**src/rtl/rca_config_loader_pkg.sv**
```systemverilog
// Shared types and constants for the RCA configuration loader.
// Latency: n/a (package).
// Backpressure: n/a (package).
//
// Holds the fixed RCA/core configuration, the config-word layout, the op
// encoding, the loader FSM states and the write-strobe bit positions.
package rca_config_loader_pkg;

    // Core / RCA configuration (fixed for this build, not overridable)
    localparam int NUM_RCAS        = 4;
    localparam int NUM_IO_UNITS    = 4;
    localparam int NUM_READ_PORTS  = 4;
    localparam int NUM_WRITE_PORTS = 2;
    localparam int NUM_GRID_MUXES  = 16;
    localparam int XLEN            = 32;

    localparam int CFG_MAX_WORDS   = 64;

    localparam int RCA_ID_W = $clog2(NUM_RCAS);
    localparam int PORT_W   = $clog2(NUM_READ_PORTS);
    localparam int IO_W     = $clog2(NUM_IO_UNITS);
    localparam int TBL_W    = $clog2(NUM_GRID_MUXES);
    localparam int REG_W    = 5;
    localparam int CNT_W    = $clog2(CFG_MAX_WORDS + 1);

    typedef enum logic [3:0] {
        OP_END      = 4'd0,
        OP_SRC      = 4'd1,
        OP_DEST_FB  = 4'd2,
        OP_DEST_NFB = 4'd3,
        OP_GRID_MUX = 4'd4,
        OP_IO_MUX   = 4'd5,
        OP_RES_FB   = 4'd6,
        OP_RES_NFB  = 4'd7,
        OP_INP_MAP  = 4'd8,
        OP_CONST    = 4'd9,
        OP_LS_FB    = 4'd10,
        OP_LS_NFB   = 4'd11
    } rca_cfg_op_t;

    typedef struct packed {
        rca_cfg_op_t  op;
        logic [11:0]  addr;
        logic [15:0]  data;
    } rca_cfg_word_t;

    typedef enum logic [2:0] {
        IDLE,
        WAIT_IDLE,
        FETCH,
        CONST_DATA,
        DONE,
        ERR
    } loader_state_t;

    // Bit positions inside the one-hot write-strobe vector
    localparam int STB_CPU_FB   = 0;
    localparam int STB_CPU_NFB  = 1;
    localparam int STB_GRID_MUX = 2;
    localparam int STB_IO_MUX   = 3;
    localparam int STB_RES_FB   = 4;
    localparam int STB_RES_NFB  = 5;
    localparam int STB_INP_MAP  = 6;
    localparam int STB_CONST    = 7;
    localparam int STB_LS_FB    = 8;
    localparam int STB_LS_NFB   = 9;
    localparam int NUM_STB      = 10;

    typedef logic [NUM_STB-1:0] cfg_stb_t;

    // Number of entries in the table an op writes; addr must be below it.
    // Zero for ops that address no table.
    function automatic logic [11:0] op_addr_limit(input rca_cfg_op_t op);
        case (op)
            OP_SRC:                                      return 12'(NUM_READ_PORTS);
            OP_DEST_FB, OP_DEST_NFB, OP_RES_FB,
            OP_RES_NFB:                                  return 12'(NUM_WRITE_PORTS);
            OP_GRID_MUX:                                 return 12'(NUM_GRID_MUXES);
            OP_IO_MUX, OP_INP_MAP, OP_CONST, OP_LS_FB,
            OP_LS_NFB:                                   return 12'(NUM_IO_UNITS);
            default:                                     return 12'd0;
        endcase
    endfunction

endpackage

```
**src/rtl/rca_config_loader_decoder.sv**
```systemverilog
// Decodes one config word into a one-hot write strobe, payload fields and error flags.
// Latency: combinational.
// Backpressure: none; the loader decides whether the word is accepted.
//
// Ports: word_i (packed config word) -> stb_o (one-hot, zero on any error),
// is_end_o / is_const_hdr_o (sequence control), op_err_o (unknown op),
// range_err_o (addr outside target table), payload fields.
module rca_cfg_word_decoder
    import rca_config_loader_pkg::*;
(
    input  rca_cfg_word_t       word_i,
    output cfg_stb_t            stb_o,
    output logic                is_end_o,
    output logic                is_const_hdr_o,
    output logic                op_err_o,
    output logic                range_err_o,
    output logic                src_dest_port_o,
    output logic [PORT_W-1:0]   port_addr_o,
    output logic [REG_W-1:0]    reg_addr_o,
    output logic [TBL_W-1:0]    tbl_addr_o,
    output logic [15:0]         tbl_data_o,
    output logic [IO_W-1:0]     io_unit_o
);

    cfg_stb_t stb_sel;
    logic     has_table;

    always_comb begin
        stb_sel         = '0;
        has_table       = 1'b1;
        is_end_o        = 1'b0;
        is_const_hdr_o  = 1'b0;
        op_err_o        = 1'b0;
        src_dest_port_o = 1'b0;
        case (word_i.op)
            OP_END: begin
                is_end_o  = 1'b1;
                has_table = 1'b0;
            end
            OP_SRC:      stb_sel[STB_CPU_FB] = 1'b1;
            OP_DEST_FB: begin
                // SRC and DEST_FB share the fb reg-addr table, split by port select
                stb_sel[STB_CPU_FB] = 1'b1;
                src_dest_port_o     = 1'b1;
            end
            OP_DEST_NFB: stb_sel[STB_CPU_NFB]  = 1'b1;
            OP_GRID_MUX: stb_sel[STB_GRID_MUX] = 1'b1;
            OP_IO_MUX:   stb_sel[STB_IO_MUX]   = 1'b1;
            OP_RES_FB:   stb_sel[STB_RES_FB]   = 1'b1;
            OP_RES_NFB:  stb_sel[STB_RES_NFB]  = 1'b1;
            OP_INP_MAP:  stb_sel[STB_INP_MAP]  = 1'b1;
            OP_CONST:    is_const_hdr_o        = 1'b1;  // strobe comes with the data word
            OP_LS_FB:    stb_sel[STB_LS_FB]    = 1'b1;
            OP_LS_NFB:   stb_sel[STB_LS_NFB]   = 1'b1;
            default: begin
                op_err_o  = 1'b1;
                has_table = 1'b0;
            end
        endcase
        range_err_o = has_table && (word_i.addr >= op_addr_limit(word_i.op));
        stb_o       = range_err_o ? '0 : stb_sel;
    end

    assign port_addr_o = word_i.addr[PORT_W-1:0];
    assign reg_addr_o  = word_i.data[REG_W-1:0];
    assign tbl_addr_o  = word_i.addr[TBL_W-1:0];
    assign tbl_data_o  = word_i.data;
    assign io_unit_o   = word_i.addr[IO_W-1:0];

endmodule

```
**src/rtl/rca_config_loader.sv**
```systemverilog
// Sequences RCA config-register programming from a config-word stream, one command per target RCA.
// Latency: a write strobe and its payload appear one cycle after the word is accepted.
// Backpressure: start_ready only in IDLE; cfg_ready only in FETCH/CONST_DATA and once the target RCA is idle.
//
// Ports: start_valid/start_ready/start_rca_id (command), rca_active (per-RCA in-flight),
// cfg_word/cfg_valid/cfg_ready (word stream), busy_o/done_o/err_o (status),
// rca_sel_issue (latched target), *_wr_en strobes and registered payloads to the config regs.
module rca_config_loader
    import rca_config_loader_pkg::*;
(
    input  logic                  clk,
    input  logic                  rst,
    input  logic                  start_valid,
    output logic                  start_ready,
    input  logic [RCA_ID_W-1:0]   start_rca_id,
    input  logic [NUM_RCAS-1:0]   rca_active,
    input  logic [XLEN-1:0]       cfg_word,
    input  logic                  cfg_valid,
    output logic                  cfg_ready,
    output logic                  busy_o,
    output logic                  done_o,
    output logic                  err_o,
    output logic [RCA_ID_W-1:0]   rca_sel_issue,
    output logic                  cpu_fb_reg_addr_wr_en,
    output logic                  cpu_nfb_reg_addr_wr_en,
    output logic                  grid_mux_wr_en,
    output logic                  io_mux_wr_en,
    output logic                  rca_fb_result_mux_wr_en,
    output logic                  rca_nfb_result_mux_wr_en,
    output logic                  rca_io_inp_map_wr_en,
    output logic                  rca_input_constants_wr_en,
    output logic                  rca_io_ls_mask_fb_wr_en,
    output logic                  rca_io_ls_mask_wr_en,
    output logic                  src_dest_port,
    output logic [PORT_W-1:0]     cpu_port_addr,
    output logic [REG_W-1:0]      cpu_reg_addr,
    output logic [TBL_W-1:0]      cfg_tbl_addr,
    output logic [15:0]           cfg_tbl_data,
    output logic [IO_W-1:0]       io_unit_addr,
    output logic [XLEN-1:0]       new_input_constant
);

    loader_state_t          state_q, state_d;
    logic [RCA_ID_W-1:0]    id_q, id_d;
    logic [CNT_W-1:0]       cnt_q, cnt_d;
    logic [CNT_W-1:0]       cnt_next;
    cfg_stb_t               stb_q, stb_d;
    logic                   sdp_q, sdp_d;
    logic [PORT_W-1:0]      port_q, port_d;
    logic [REG_W-1:0]       reg_q, reg_d;
    logic [TBL_W-1:0]       tbl_addr_q, tbl_addr_d;
    logic [15:0]            tbl_data_q, tbl_data_d;
    logic [IO_W-1:0]        io_q, io_d;
    logic [XLEN-1:0]        const_q, const_d;

    cfg_stb_t               dec_stb;
    logic                   dec_end, dec_const_hdr, dec_op_err, dec_range_err, dec_sdp;
    logic [PORT_W-1:0]      dec_port;
    logic [REG_W-1:0]       dec_reg;
    logic [TBL_W-1:0]       dec_tbl_addr;
    logic [15:0]            dec_tbl_data;
    logic [IO_W-1:0]        dec_io;
    logic                   word_acc;

    rca_cfg_word_decoder u_dec (
        .word_i          (rca_cfg_word_t'(cfg_word)),
        .stb_o           (dec_stb),
        .is_end_o        (dec_end),
        .is_const_hdr_o  (dec_const_hdr),
        .op_err_o        (dec_op_err),
        .range_err_o     (dec_range_err),
        .src_dest_port_o (dec_sdp),
        .port_addr_o     (dec_port),
        .reg_addr_o      (dec_reg),
        .tbl_addr_o      (dec_tbl_addr),
        .tbl_data_o      (dec_tbl_data),
        .io_unit_o       (dec_io)
    );

    assign start_ready = (state_q == IDLE);
    assign cfg_ready   = (state_q == FETCH) || (state_q == CONST_DATA);
    assign busy_o      = (state_q != IDLE);
    assign done_o      = (state_q == DONE);
    assign err_o       = (state_q == ERR);
    assign word_acc    = cfg_valid && cfg_ready;
    assign cnt_next    = cnt_q + CNT_W'(1);

    always_comb begin
        state_d    = state_q;
        id_d       = id_q;
        cnt_d      = cnt_q;
        stb_d      = '0;
        sdp_d      = sdp_q;
        port_d     = port_q;
        reg_d      = reg_q;
        tbl_addr_d = tbl_addr_q;
        tbl_data_d = tbl_data_q;
        io_d       = io_q;
        const_d    = const_q;
        case (state_q)
            IDLE: begin
                if (start_valid) begin
                    id_d    = start_rca_id;
                    cnt_d   = '0;
                    state_d = WAIT_IDLE;
                end
            end
            WAIT_IDLE: begin
                if (!rca_active[id_q]) state_d = FETCH;
            end
            FETCH: begin
                if (word_acc) begin
                    cnt_d = cnt_next;
                    if (dec_end) begin
                        state_d = DONE;
                    end else if (dec_op_err || dec_range_err) begin
                        state_d = ERR;  // bad word writes nothing
                    end else begin
                        stb_d      = dec_stb;
                        sdp_d      = dec_sdp;
                        port_d     = dec_port;
                        reg_d      = dec_reg;
                        tbl_addr_d = dec_tbl_addr;
                        tbl_data_d = dec_tbl_data;
                        if (dec_const_hdr) begin
                            io_d    = dec_io;
                            state_d = CONST_DATA;
                        end
                        // The word that uses up the budget still takes effect
                        if (cnt_next == CNT_W'(CFG_MAX_WORDS)) state_d = ERR;
                    end
                end
            end
            CONST_DATA: begin
                if (word_acc) begin
                    cnt_d              = cnt_next;
                    stb_d[STB_CONST]   = 1'b1;
                    const_d            = cfg_word;
                    state_d            = (cnt_next == CNT_W'(CFG_MAX_WORDS)) ? ERR : FETCH;
                end
            end
            DONE, ERR: state_d = IDLE;
            default:   state_d = IDLE;
        endcase
    end

    always_ff @(posedge clk) begin
        if (rst) begin
            state_q    <= IDLE;
            id_q       <= '0;
            cnt_q      <= '0;
            stb_q      <= '0;
            sdp_q      <= 1'b0;
            port_q     <= '0;
            reg_q      <= '0;
            tbl_addr_q <= '0;
            tbl_data_q <= '0;
            io_q       <= '0;
            const_q    <= '0;
        end else begin
            state_q    <= state_d;
            id_q       <= id_d;
            cnt_q      <= cnt_d;
            stb_q      <= stb_d;
            sdp_q      <= sdp_d;
            port_q     <= port_d;
            reg_q      <= reg_d;
            tbl_addr_q <= tbl_addr_d;
            tbl_data_q <= tbl_data_d;
            io_q       <= io_d;
            const_q    <= const_d;
        end
    end

    assign rca_sel_issue             = id_q;
    assign cpu_fb_reg_addr_wr_en     = stb_q[STB_CPU_FB];
    assign cpu_nfb_reg_addr_wr_en    = stb_q[STB_CPU_NFB];
    assign grid_mux_wr_en            = stb_q[STB_GRID_MUX];
    assign io_mux_wr_en              = stb_q[STB_IO_MUX];
    assign rca_fb_result_mux_wr_en   = stb_q[STB_RES_FB];
    assign rca_nfb_result_mux_wr_en  = stb_q[STB_RES_NFB];
    assign rca_io_inp_map_wr_en      = stb_q[STB_INP_MAP];
    assign rca_input_constants_wr_en = stb_q[STB_CONST];
    assign rca_io_ls_mask_fb_wr_en   = stb_q[STB_LS_FB];
    assign rca_io_ls_mask_wr_en      = stb_q[STB_LS_NFB];
    assign src_dest_port             = sdp_q;
    assign cpu_port_addr             = port_q;
    assign cpu_reg_addr              = reg_q;
    assign cfg_tbl_addr              = tbl_addr_q;
    assign cfg_tbl_data              = tbl_data_q;
    assign io_unit_addr              = io_q;
    assign new_input_constant        = const_q;

endmodule

```
**config.mk**
```make
export PLATFORM = sky130hd
export DESIGN_NAME = rca_config_loader
export DESIGN_NICKNAME = d
export VERILOG_FILES = /design/src/rtl/rca_config_loader_pkg.sv /design/src/rtl/rca_config_loader_decoder.sv /design/src/rtl/rca_config_loader.sv
export SDC_FILE = /design/constraint.sdc
export NUM_CORES = 1
export LEC_CHECK = 0
export CAP_MARGIN = 20
export CORE_MARGIN = 4
export CORE_UTILIZATION = 41
export DETAILED_ROUTE_END_ITERATION = 16
export PLACE_DENSITY = 0.76
export SYNTH_ARGS = -nofsm -noshare
export SYNTH_HDL_FRONTEND = slang
export SYNTH_HIERARCHICAL = 1
export SYNTH_SLANG_ARGS = --single-unit
```
**constraint.sdc**
```tcl
create_clock -name clk -period 3 [get_ports clk]
set_input_delay 0.45 -clock clk [delete_from_list [all_inputs] [get_ports clk]]
set_output_delay 0.45 -clock clk [all_outputs]
set_load 0.03 [all_outputs]
```
==> results.md, run 1 <==
* Total chip power at 2.49 mW
* Share of cells above drive strength 1 at 13.8%
* Sequential cell area at 0.00168 mm2
* Synthesized Nets at 503
* Io pins at about 120
* Fmax at 349 MHz
* Post-CTS Hold Buffers at 0
* Post-layout nets at 606
* Area grow syn2layout at 41.8%
* Core ar. at just under 0.009 mm2
* DP HPWL at 7270 um
* GRT met3 Usage at 5.14%
* Worst hold slack at roughly 0.46 ns
* DRT Pass-1 Iters at 4
* Initial antenna violation count at 0
* PD cells at 478 mW/mm2
* Antenna cells at 0
* Initial DRC Count at between 100 and 150
* Fin Clk Skew at approximately 0.0065 ns
* Cells after Synth at ~460
* Sw frac at 31.9%
* CTS clk-pin slew, worst paths at ~0.090 ns
* Hold Path Class: flip-flop to flip-flop
* RSZ-0062 raised after global routing: no
* Synth unique cells at 50
* Final setup vio count at 0
* Post-layout min period at 2.87 ns
* Internal at 1.70 mW
* Synthesized cell area at roughly 0.0037 mm2
* Peak supply drop at approximately 250 uV
* Cell leakage power at roughly 1.8 nW
* Max cap viols at 0
* Tcrit/Tclk final at a little over nine tenths
* Post-synth EDFFs at 0
* Clk_lat worst skew at 0.35 ns
* Slew @ Worst Pin at 0.637 ns
* Ys async rst share at 0%
* Worst setup SP type: input pin
* Clock Tree Root: clkbuf_8
* Final worst setup slack at 0.133 ns
* Yosys warns at 6
* Die Wd at 103 um
* Critical path class: input pin to flip-flop
* Sink Count at 84
* CTS max path bufs at 2
* GRT Max-Usage Layer: met2
* Via density at 5.05
* Net Sw Power at 0.793 mW
* RePlAce Congestion at 0.906
* Part of the power in the clock network at 29.4%
* DRT Wirelength at 10000 um
* Initial core utilization at 42.1%
* Setup TNS at 0 ns
* Post-route ant nets at 0
* Global-route wire length before repair at 15800 um
* Inst Count DP at 653
* Largest net degree at the start of global routing at 31
* CP Data Arrival Time at 3.16 ns
* Ys flop type: dfxtp_1
* Area contributors post-synth: dfxtp_1, nand2_1, a21oi_1
* Met2 GRT Util at a little under a third
* CTS buffer count at 9
* Synth area leader: dfxtp_1
* Gr usage total at between 10% and 20%
* Layout Cells excl Fill at around 670
* Place WS at -0.602 ns
* Part of the power in registers at between 40% and 50%
* Post-synth top area share at 45.8%
* Met1 usage at 24.5%
* IO Port Bufs at 120
* Grt ovf at 0
* DR WL/cell at 14.9 um
* Seq/Total Area, Yosys at 45.8%
* Post-Syn Area per Cell at 8.04 um2
* CTS tree: done
* Synth Register Bits at 84
* Status: completed
* Die H at 103 um
* Most frequent cells after synthesis: nand2_1, dfxtp_1, a21oi_1
* Final Slew Violations at 0
* Die area at roughly 0.011 mm2
* Relative slew slack at 57.6%
* Vias in the first global route at 3272
* Comb power frac at 22.2%
* Area of the multi-input gates at 0.00173 mm2
* H-tree depth at 3
* # DRC at 0
* Fillcell total at a little under 800
* Critical Path RT at roughly 3.3 ns
* Crit Path Max Fanout at 7
* Worst Setup End Kind: flip-flop
* Via Count at 3391
* Site row count at 34
* Final Hold Viols at 0
* Most frequent cell after synthesis: nand2_1
state kept, by name (all words and copies together), names as in the netlist, 2 cells and up:
| name | flops |
|---|---|
| cfg_tbl_addr | 4 |
| cfg_tbl_data | 16 |
| cnt_q | 7 |
| cpu_port_addr | 2 |
| cpu_reg_addr | 5 |
| io_unit_addr | 2 |
| new_input_constant | 32 |
| rca_sel_issue | 2 |
| state_q | 3 |
| stb_q | 10 |
placed cells by master, fill, tap and decap left out, types with 3 or more instances in the layout:
| master | count |
|---|---|
| buf_2 | 3 |
| and3_1 | 3 |
| nor2_1 | 15 |
| a21oi_1 | 68 |
| mux2i_1 | 4 |
| nand3b_1 | 3 |
| clkbuf_8 | 9 |
| buf_4 | 22 |
| nor4_1 | 8 |
| nand2b_4 | 3 |
| nand2b_1 | 3 |
| clkdlybuf4s50_1 | 114 |
| a21oi_2 | 6 |
| inv_2 | 3 |
| nand2_1 | 135 |
| nand3_1 | 5 |
| ha_1 | 3 |
| o21ai_1 | 3 |
| dfxtp_1 | 84 |
| and2_1 | 12 |
cell type report:
| type | instances | share of cell area, % |
|---|---|---|
| Clock buffer | 9 | 2.38 |
| Inverter | 5 | 0.360 |
| Timing Repair Buffer | 148 | 28.3 |
| Tap cell | 108 | 2.60 |
| Clock inverter | 6 | 0.937 |
| Multi-Input combinational cell | 312 | 33.2 |
| Sequential cell | 84 | 32.3 |
stage by stage:
step,util [%],cell area [um2]
3_5_place_dp,56.2,4900
3_3_place_gp,56.2,4900
4_1_cts,59.4,5180
2_1_floorplan,-,3710
5_1_grt,59.7,5210
6_report,59.7,5210
cell families (layout without fill, tap and decap cells):
kind of cell | Yosys count | in the layout | synth area share [%]
and+or+nand+nor | 209 | 209 | 26.3
AOI/OAI and AO/OA | 93 | 93 | 14.9
DFF | 84 | 84 | 45.8
buffers and inverters | 61 | 168 | 9.88
muxes | 5 | 5 | 1.70
adders and majority gates | 4 | 4 | 1.36
other | 1 | 1 | 0.102
power groups by stage:
stage | sequential (mW) | combinational (mW) | clock (mW)
2_1_floorplan | 1.25 | 0.317 | 0
3_3_place_gp | 1.23 | 0.533 | 0
3_5_place_dp | 1.23 | 0.539 | 0
4_1_cts | 1.20 | 0.552 | 0.748
5_1_grt | 1.21 | 0.596 | 0.797
6_report | 1.20 | 0.552 | 0.732
final timing paths:
path,start,endpoint,slack (ns),cells past startpoint
min reg2reg,new_input_constant[22]$_SDFFE_PP0P_,new_input_constant[22]$_SDFFE_PP0P_,0.46,2
max reg2reg,state_q[2]$_SDFFE_PP0P_,cnt_q[1]$_SDFFE_PP0P_,1.14,6
max,cfg_word[18],cfg_tbl_data[9]$_SDFFE_PP0P_,0.13,11
min,new_input_constant[22]$_SDFFE_PP0P_,new_input_constant[22]$_SDFFE_PP0P_,0.46,2
per-layer routing:
| metal | part of all wire (%) | vias up |
|---|---|---|
| met1 | 43 | 1552 |
| met4 | 1.7 | 0 |
| met3 | 9.6 | 12 |
| met2 | 46 | 123 |
| li1 | - | 1704 |
| met5 | 0 | - |
timing repair:
action | CTS | global route
gates resized for setup | 15 | 15
pin swaps | 3 | 5
endpoints found under the setup margin | 41 | 39
buffers inserted | 2 | 1
cloned | 2 | 0
critical path, cell delays in order:
cell,delay (ns)
clkdlybuf4s50_1,0.52
ha_1,0.25
and3b_1,0.16
o41a_1,0.38
o21a_1,0.19
or3_4,0.41
nor4_4,0.16
buf_4,0.18
bufbuf_16,0.26
nand2_1,0.06
a21oi_2,0.12
(Power assumes the default switching activity.)
==> run 2, diff against run 1 <==
- PLACE_DENSITY: 0.76 -> 0.73
- clock period: 3 -> 2.82 ns (I/O delays scaled with it)
==> run 2 against run 1 <==
Compared with the run above:
- first-iteration DRC count up 33%
- setup slack worse by 0.069 ns
- critical endpoint is now io_unit_addr[1]$_SDFFE_PP0P_
- clock skew up 0.0059 ns
==> results.md, run 2 (synthesis results as in run 1) <==
* CTS buffer count at 9 (unchanged)
* Sink Count at 84 (unchanged)
* DP HPWL at 7270 um (about the same)
* Global-route wire length before repair at 16200 um (was 15800 um)
* Commonest non-fill, non-tap cell in the layout: nand2_1 (unchanged)
* Final Hold Viols at 0 (unchanged)
* Critical Path RT at 3.04 ns (was 3.30 ns)
* Most frequent cells in the layout: nand2_1, clkdlybuf4s50_1, dfxtp_1, a21oi_1, buf_4 (unchanged)
* Area after DPL at 0.00494 mm2 (was 0.00490 mm2)
* Post-route ant nets at 0 (unchanged)
* RSZ-0062 raised after global routing: yes (was no)
* Cell leakage power at 1.90 nW (was 1.82 nW)
* DRT Wirelength at 10200 um (was 10000 um)
* Grt ovf at 0 (unchanged)
* Met2 GRT Util at 32.6% (was 31.0%)
* Slew @ Worst Pin at 0.646 ns (was 0.637 ns)
* Inst Count DP at 658 (was 653)
* Peak supply drop at 311 uV (was 246 uV)
* Share of cells above drive strength 1 at 16.7% (was 13.8%)
* DRT Pass-1 Iters at 4 (unchanged)
* Worst hold start: cfg_word[30] (was new_input_constant[22]$_SDFFE_PP0P_)
* Tcrit/Tclk final at 97.7%
* RePlAce Congestion at 0.855 (was 0.906)
* Io pins at 121 (unchanged)
* Met1 usage at 24.6% (was 24.5%)
* Post-layout util at 61.4% (was 59.7%)
* Worst Setup End Kind: flip-flop (unchanged)
* CTS max path bufs at 2 (unchanged)
* Design Area, Final at 0.00536 mm2 (was 0.00521 mm2)
* Via Count at 3458 (was 3391)
* Reg2reg start: state_q[1]$_SDFFE_PP0P_ (was state_q[2]$_SDFFE_PP0P_)
* Site row count at 34 (unchanged)
* Layout Cells excl Fill at 683 (was 672)
* Critical path class: input pin to flip-flop (unchanged)
* Largest net degree at the start of global routing at 51 (was 31)
* Fillcell total at 764 (was 793)
* Initial core utilization at 42.1% (unchanged)
* Hold Path Class: input pin to flip-flop (was flip-flop to flip-flop)
* Die area at 0.0105 mm2 (unchanged)
* Post-layout nets at 615 (was 606)
* CP startpoint: cfg_word[30] (was cfg_word[18])
* Final Slew Violations at 0 (unchanged)
* Final setup vio count at 0 (unchanged)
* Worst setup SP type: input pin (unchanged)
* Die Wd at 103 um (unchanged)
* Die H at 103 um (unchanged)
* GRT met3 Usage at 5.55% (was 5.14%)
* Post-layout min period at 2.76 ns
* Status: completed (unchanged)
* CTS clk-pin slew, worst paths at 0.08 ns (was 0.09 ns)
* GRT Max-Usage Layer: met2 (unchanged)
* Initial antenna violation count at 1 (was 0)
* Gr usage total at 19.7% (was 19.2%)
* Fin Clk Skew at 0.0124 ns (was 0.00648 ns)
* Final worst setup slack at 0.0641 ns (was 0.133 ns)
* Area grow syn2layout at 45.8% (was 41.8%)
* CTS tree: done (unchanged)
* CP Data Arrival Time at 2.97 ns (was 3.16 ns)
* # DRC at 0 (unchanged)
* Relative slew slack at 56.9% (was 57.6%)
* Fmax at 363 MHz
* IO Port Bufs at 120 (unchanged)
* Via density at 5.06 (was 5.05)
* Vias in the first global route at 3327 (was 3272)
* Area of the multi-input gates at 0.00178 mm2 (was 0.00173 mm2)
* Max cap viols at 0 (unchanged)
* PD cells at 501 mW/mm2 (was 478 mW/mm2)
* Sequential cell area at 0.00168 mm2 (unchanged)
* Initial DRC Count at 141 (was 106)
* Clk_lat worst skew at 0.35 ns (about the same)
* DR WL/cell at 15.0 um (was 14.9 um)
* Crit Path Max Fanout at 3 (was 7)
* Max FFs per register at 32 (unchanged)
* Core ar. at 0.00872 mm2 (unchanged)
* Clock Tree Root: clkbuf_8 (unchanged)
* Place WS at -0.774 ns (was -0.602 ns)
* H-tree depth at 3 (unchanged)
run 2: critical path, stage by stage:
cell and delay [ns]:
buf_8 0.11, buf_6 0.11, nand2b_4 0.13, o21a_1 0.10, ha_1 0.30, and3b_1 0.18, o41a_1 0.33, o21a_1 0.19
or3_4 0.35, buf_6 0.13, nor3_4 0.17, buf_6 0.15, nand3_4 0.08, mux2i_1 0.18, nor2_1 0.05
run 2: path summary, 6_finish.rpt:
kind	end	cells past startpoint	slack (ns)
hold / removal	new_input_constant[30]$_SDFFE_PP0P_	3	0.35
hold reg to reg	new_input_constant[8]$_SDFFE_PP0P_	2	0.46
setup / recovery	io_unit_addr[1]$_SDFFE_PP0P_	15	0.06
setup reg to reg	new_input_constant[19]$_SDFFE_PP0P_	6	0.86
run 2: timing repair:
action | 4_1_cts | 5_1_grt
endpoints found under the setup margin | 41 | 41
hold buffers | 0 | 0
buffers inserted | 5 | 1
pin swaps | 16 | 9
resized for setup | 45 | 12
gates cloned | 2 | 0
run 2: area by class of cell:
cell class / instances / share of cell area, %
diodes: 1 / 0.0467
clock buffers: 9 / 2.31
clock inverters: 7 / 1.05
inverters: 5 / 0.350
multi-input cells: 312 / 33.2
flip-flops and latches: 84 / 31.4
well taps: 108 / 2.52
repair buffers: 157 / 29.1
run 2: per-layer routing:
| metal | up-vias | wire length [um] | part of all wire [%] |
|---|---|---|---|
| li1 | 1731 | - | - |
| met3 | 13 | 865 | 8.5 |
| met4 | 0 | 131 | 1.3 |
| met2 | 101 | 5040 | 49 |
| met5 | - | 0 | 0 |
| met1 | 1613 | 4200 | 41 |
run 2: power by group:
group / total, mW / switching [mW] / leakage, nW / internal (mW)
logic: 0.609 / 0.342 / 1.14 / 0.268
clock network: 0.794 / 0.461 / 0.0910 / 0.333
registers: 1.28 / 0.0569 / 0.677 / 1.22
total: 2.68 / 0.860 / 1.90 / 1.82
run 2: through the flow:
step	TNS, ns	hold slack [ns]	power [mW]
final	0	0.354	2.68
after global routing	-0.162	0.352	2.81
after CTS	-0.0960	0.340	2.70
after detailed placement	-29.80	0.448	1.88
after global placement	-26.24	0.440	1.87
after floorplan	-4.54	0.470	1.66
==> run 3, diff against run 2 <==
- GPL_TIMING_DRIVEN: unset -> 0
- clock period: 2.82 -> 3.4 ns (I/O delays scaled with it)
==> run 3 against run 2 <==
Compared with the run above:
- clock skew decreased by 0.0033 ns
- flip-flop and latch count unchanged
- register-to-register slack improved by 0.59 ns
- non-clock buffer count is 21 higher
- count of clock-buffer cells in the layout unchanged
- first-iteration DRC count is 7.1% lower
- die area is the same
- critical path depth stayed put
- clock power grew 13%
- power decreased by 8.1%
- design area is 0.49% lower
- combinational power is 15% lower
==> results.md, run 3 (synthesis results as in run 1) <==
* Status: completed (unchanged)
* Share of cells above drive strength 1 at 14.8% (was 16.7%)
* Worst setup SP type: input pin (unchanged)
* Global-route wire length before repair at 16500 um (was 16200 um)
* Io pins at 121 (unchanged)
* Hold Path Class: flip-flop to flip-flop (was input pin to flip-flop)
* IO Port Bufs at 119 (was 120)
* Crit-path leading delay family: simple AND/OR/NAND/NOR gates (unchanged)
* Clock Tree Root: clkbuf_8 (unchanged)
* Via density at 4.94 (was 5.06)
* Post-layout nets at 636 (was 615)
* Post-layout min period at about 3.2 ns
* Max Used Layer: met4 (unchanged)
* Slowest CP cell: or3_4 (unchanged)
* Commonest non-fill, non-tap cell in the layout: nand2_1 (unchanged)
* # DRC at 0 (unchanged)
* Critical Path RT at 3.63 ns (was 3.04 ns)
* Initial DRC Count at 131 (was 141)
* Max FFs per register at 32 (unchanged)
* Met1 WL at 4530 um (was 4200 um)
* Initial antenna violation count at 0 (was 1)
* Max incr delay on CP at 0.43 ns (was 0.35 ns)
* Slew @ Worst Pin at 0.683 ns (was 0.646 ns)
* Total chip power at 2.47 mW (was 2.68 mW)
* CTS tree: done (unchanged)
* Fillcell total at 777 (was 764)
* DRT Wirelength at 10400 um (was 10200 um)
* Final setup vio count at 0 (unchanged)
* DP HPWL at 7800 um (was 7270 um)
* Core ar. at 0.00872 mm2 (unchanged)
* Final Slew Violations at 0 (unchanged)
* Crit Path Max Fanout at 10 (was 3)
* CTS max path bufs at 2 (unchanged)
* Die area at 0.0105 mm2 (unchanged)
* Via Count at 3475 (was 3458)
* Worst hold slack at 0.459 ns (was 0.354 ns)
* Relative slew slack at 54.5% (was 56.9%)
* Die H at 103 um (unchanged)
* Worst Setup End Kind: flip-flop (unchanged)
* Post-route ant nets at 0 (unchanged)
* Cell leakage power at 1.93 nW (was 1.90 nW)
* CTS clk-pin slew, worst paths at 0.09 ns (was 0.08 ns)
* Site row count at 34 (unchanged)
* Area of the multi-input gates at 0.00169 mm2 (was 0.00178 mm2)
* RSZ-0062 raised after global routing: no (was yes)
* CTS buffer count at 9 (unchanged)
* Antenna cells at 0 (was 1)
* Gr usage total at 20.3% (was 19.7%)
* Initial core utilization at 42.1% (unchanged)
* Peak supply drop at 249 uV (was 311 uV)
* Setup TNS at 0 ns (unchanged)
* DR WL/cell at 14.9 um (was 15.0 um)
* Vias in the first global route at 3319 (was 3327)
* RePlAce Congestion at 0.831 (was 0.855)
* Critical path class: input pin to flip-flop (unchanged)
* Most frequent cells in the layout: nand2_1, clkdlybuf4s50_1, dfxtp_1, a21oi_1, buf_4 (unchanged)
* Post-layout util at 61.1% (was 61.4%)
* Post-CTS Hold Buffers at 0 (unchanged)
* DR WL met3 at 875 um (was 865 um)
* Tcrit/Tclk final at a little over nine tenths
* Fmax at roughly 310 MHz
* PD cells at 463 mW/mm2 (was 501 mW/mm2)
* Buffers and inverters on the worst path at 4 (unchanged)
* Area grow syn2layout at 45.1% (was 45.8%)
* Routed wl met2 at 4960 um (was 5040 um)
* Largest net degree at the start of global routing at 17 (was 51)
* Sequential cell area at 0.00168 mm2 (unchanged)
* Area after DPL at 0.00500 mm2 (was 0.00494 mm2)
* Fin Clk Skew at 0.00908 ns (was 0.0124 ns)
* Final Hold Viols at 0 (unchanged)
* Die Wd at 103 um (unchanged)
* Max cap viols at 0 (unchanged)
* CP Data Arrival Time at 3.42 ns (was 2.97 ns)
* H-tree depth at 3 (unchanged)
* DRT Pass-1 Iters at 4 (unchanged)
* Crit-path cells: buf_2, nand2b_4, o21a_1, ha_1, nor2b_1, o41a_1, buf_6, o21a_1, or3_4, nor3_4, nand2_1, buf_6, buf_2, nand2_1, a21oi_1 (was buf_8, buf_6, nand2b_4, o21a_1, ha_1, and3b_1, o41a_1, o21a_1, or3_4, buf_6, nor3_4, buf_6, nand3_4, mux2i_1, nor2_1)
* Grt ovf at 0 (unchanged)
* Clk_lat worst skew at 0.36 ns (was 0.35 ns)
* Design Area, Final at 0.00533 mm2 (was 0.00536 mm2)
* Sink Count at 84 (unchanged)
[run 3: changes by cell type in the layout (fill, tap and decap cells not counted), moves of 5 or more]
cell	previous run	this run
buf_4	28	35
buf_2	2	7
clkbuf_1	0	14
buf_6	7	2
a21oi_2	6	1
a21oi_1	68	73
nand2_1	128	134
clkbuf_2	0	5
[run 3: cell type report]
class | count | area share [%]
Inverter | 5 | 0.352
Tap cell | 108 | 2.54
Clock buffer | 9 | 2.32
Clock inverter | 7 | 2.44
Sequential cell | 84 | 31.6
Timing Repair Buffer | 123 | 22.6
Buffer | 55 | 6.53
Multi-Input combinational cell | 312 | 31.7
[run 3: final timing paths]
path	startpoint	slack [ns]	endpoint	cells past startpoint
max reg2reg	state_q[1]$_SDFFE_PP0P_	1.45	new_input_constant[30]$_SDFFE_PP0P_	7
max	cfg_word[29]	0.21	cpu_port_addr[0]$_SDFFE_PP0P_	15
min	cfg_tbl_addr[3]$_SDFFE_PP0P_	0.46	cfg_tbl_addr[3]$_SDFFE_PP0P_	2
min reg2reg	cfg_tbl_addr[3]$_SDFFE_PP0P_	0.46	cfg_tbl_addr[3]$_SDFFE_PP0P_	2
[run 3: metal layers]
metal	vias to the layer above	GRT usage (%)
met5	-	0
met4	0	4.94
met3	6	7.31
met2	110	33.0
met1	1595	25.7
li1	1764	-
[run 3: power breakdown]
group | switching [mW] | internal, mW | leakage (nW)
logic | 0.301 | 0.219 | 1.12
clock network | 0.397 | 0.502 | 0.128
registers | 0.0319 | 1.01 | 0.677
total | 0.730 | 1.73 | 1.93
[run 3: worst min-delay path, stage by stage, from the launching register on]
cell and delay (ns):
dfxtp_1 0.32, nand2_1 0.05, a21oi_1 0.05
[run 3: timing repair]
action,CTS,global route
endpoints found under the setup margin,41,29
pin swaps,0,1
resized for setup,15,16
setup buffers,1,3
[run 3: stage by stage]
stage	std cells	setup WS, ns
2_1_floorplan	457	0.167
3_3_place_gp	684	-0.964
3_5_place_dp	684	-0.991
4_1_cts	701	0.0286
5_1_grt	703	0.0740
6_report	703	0.210
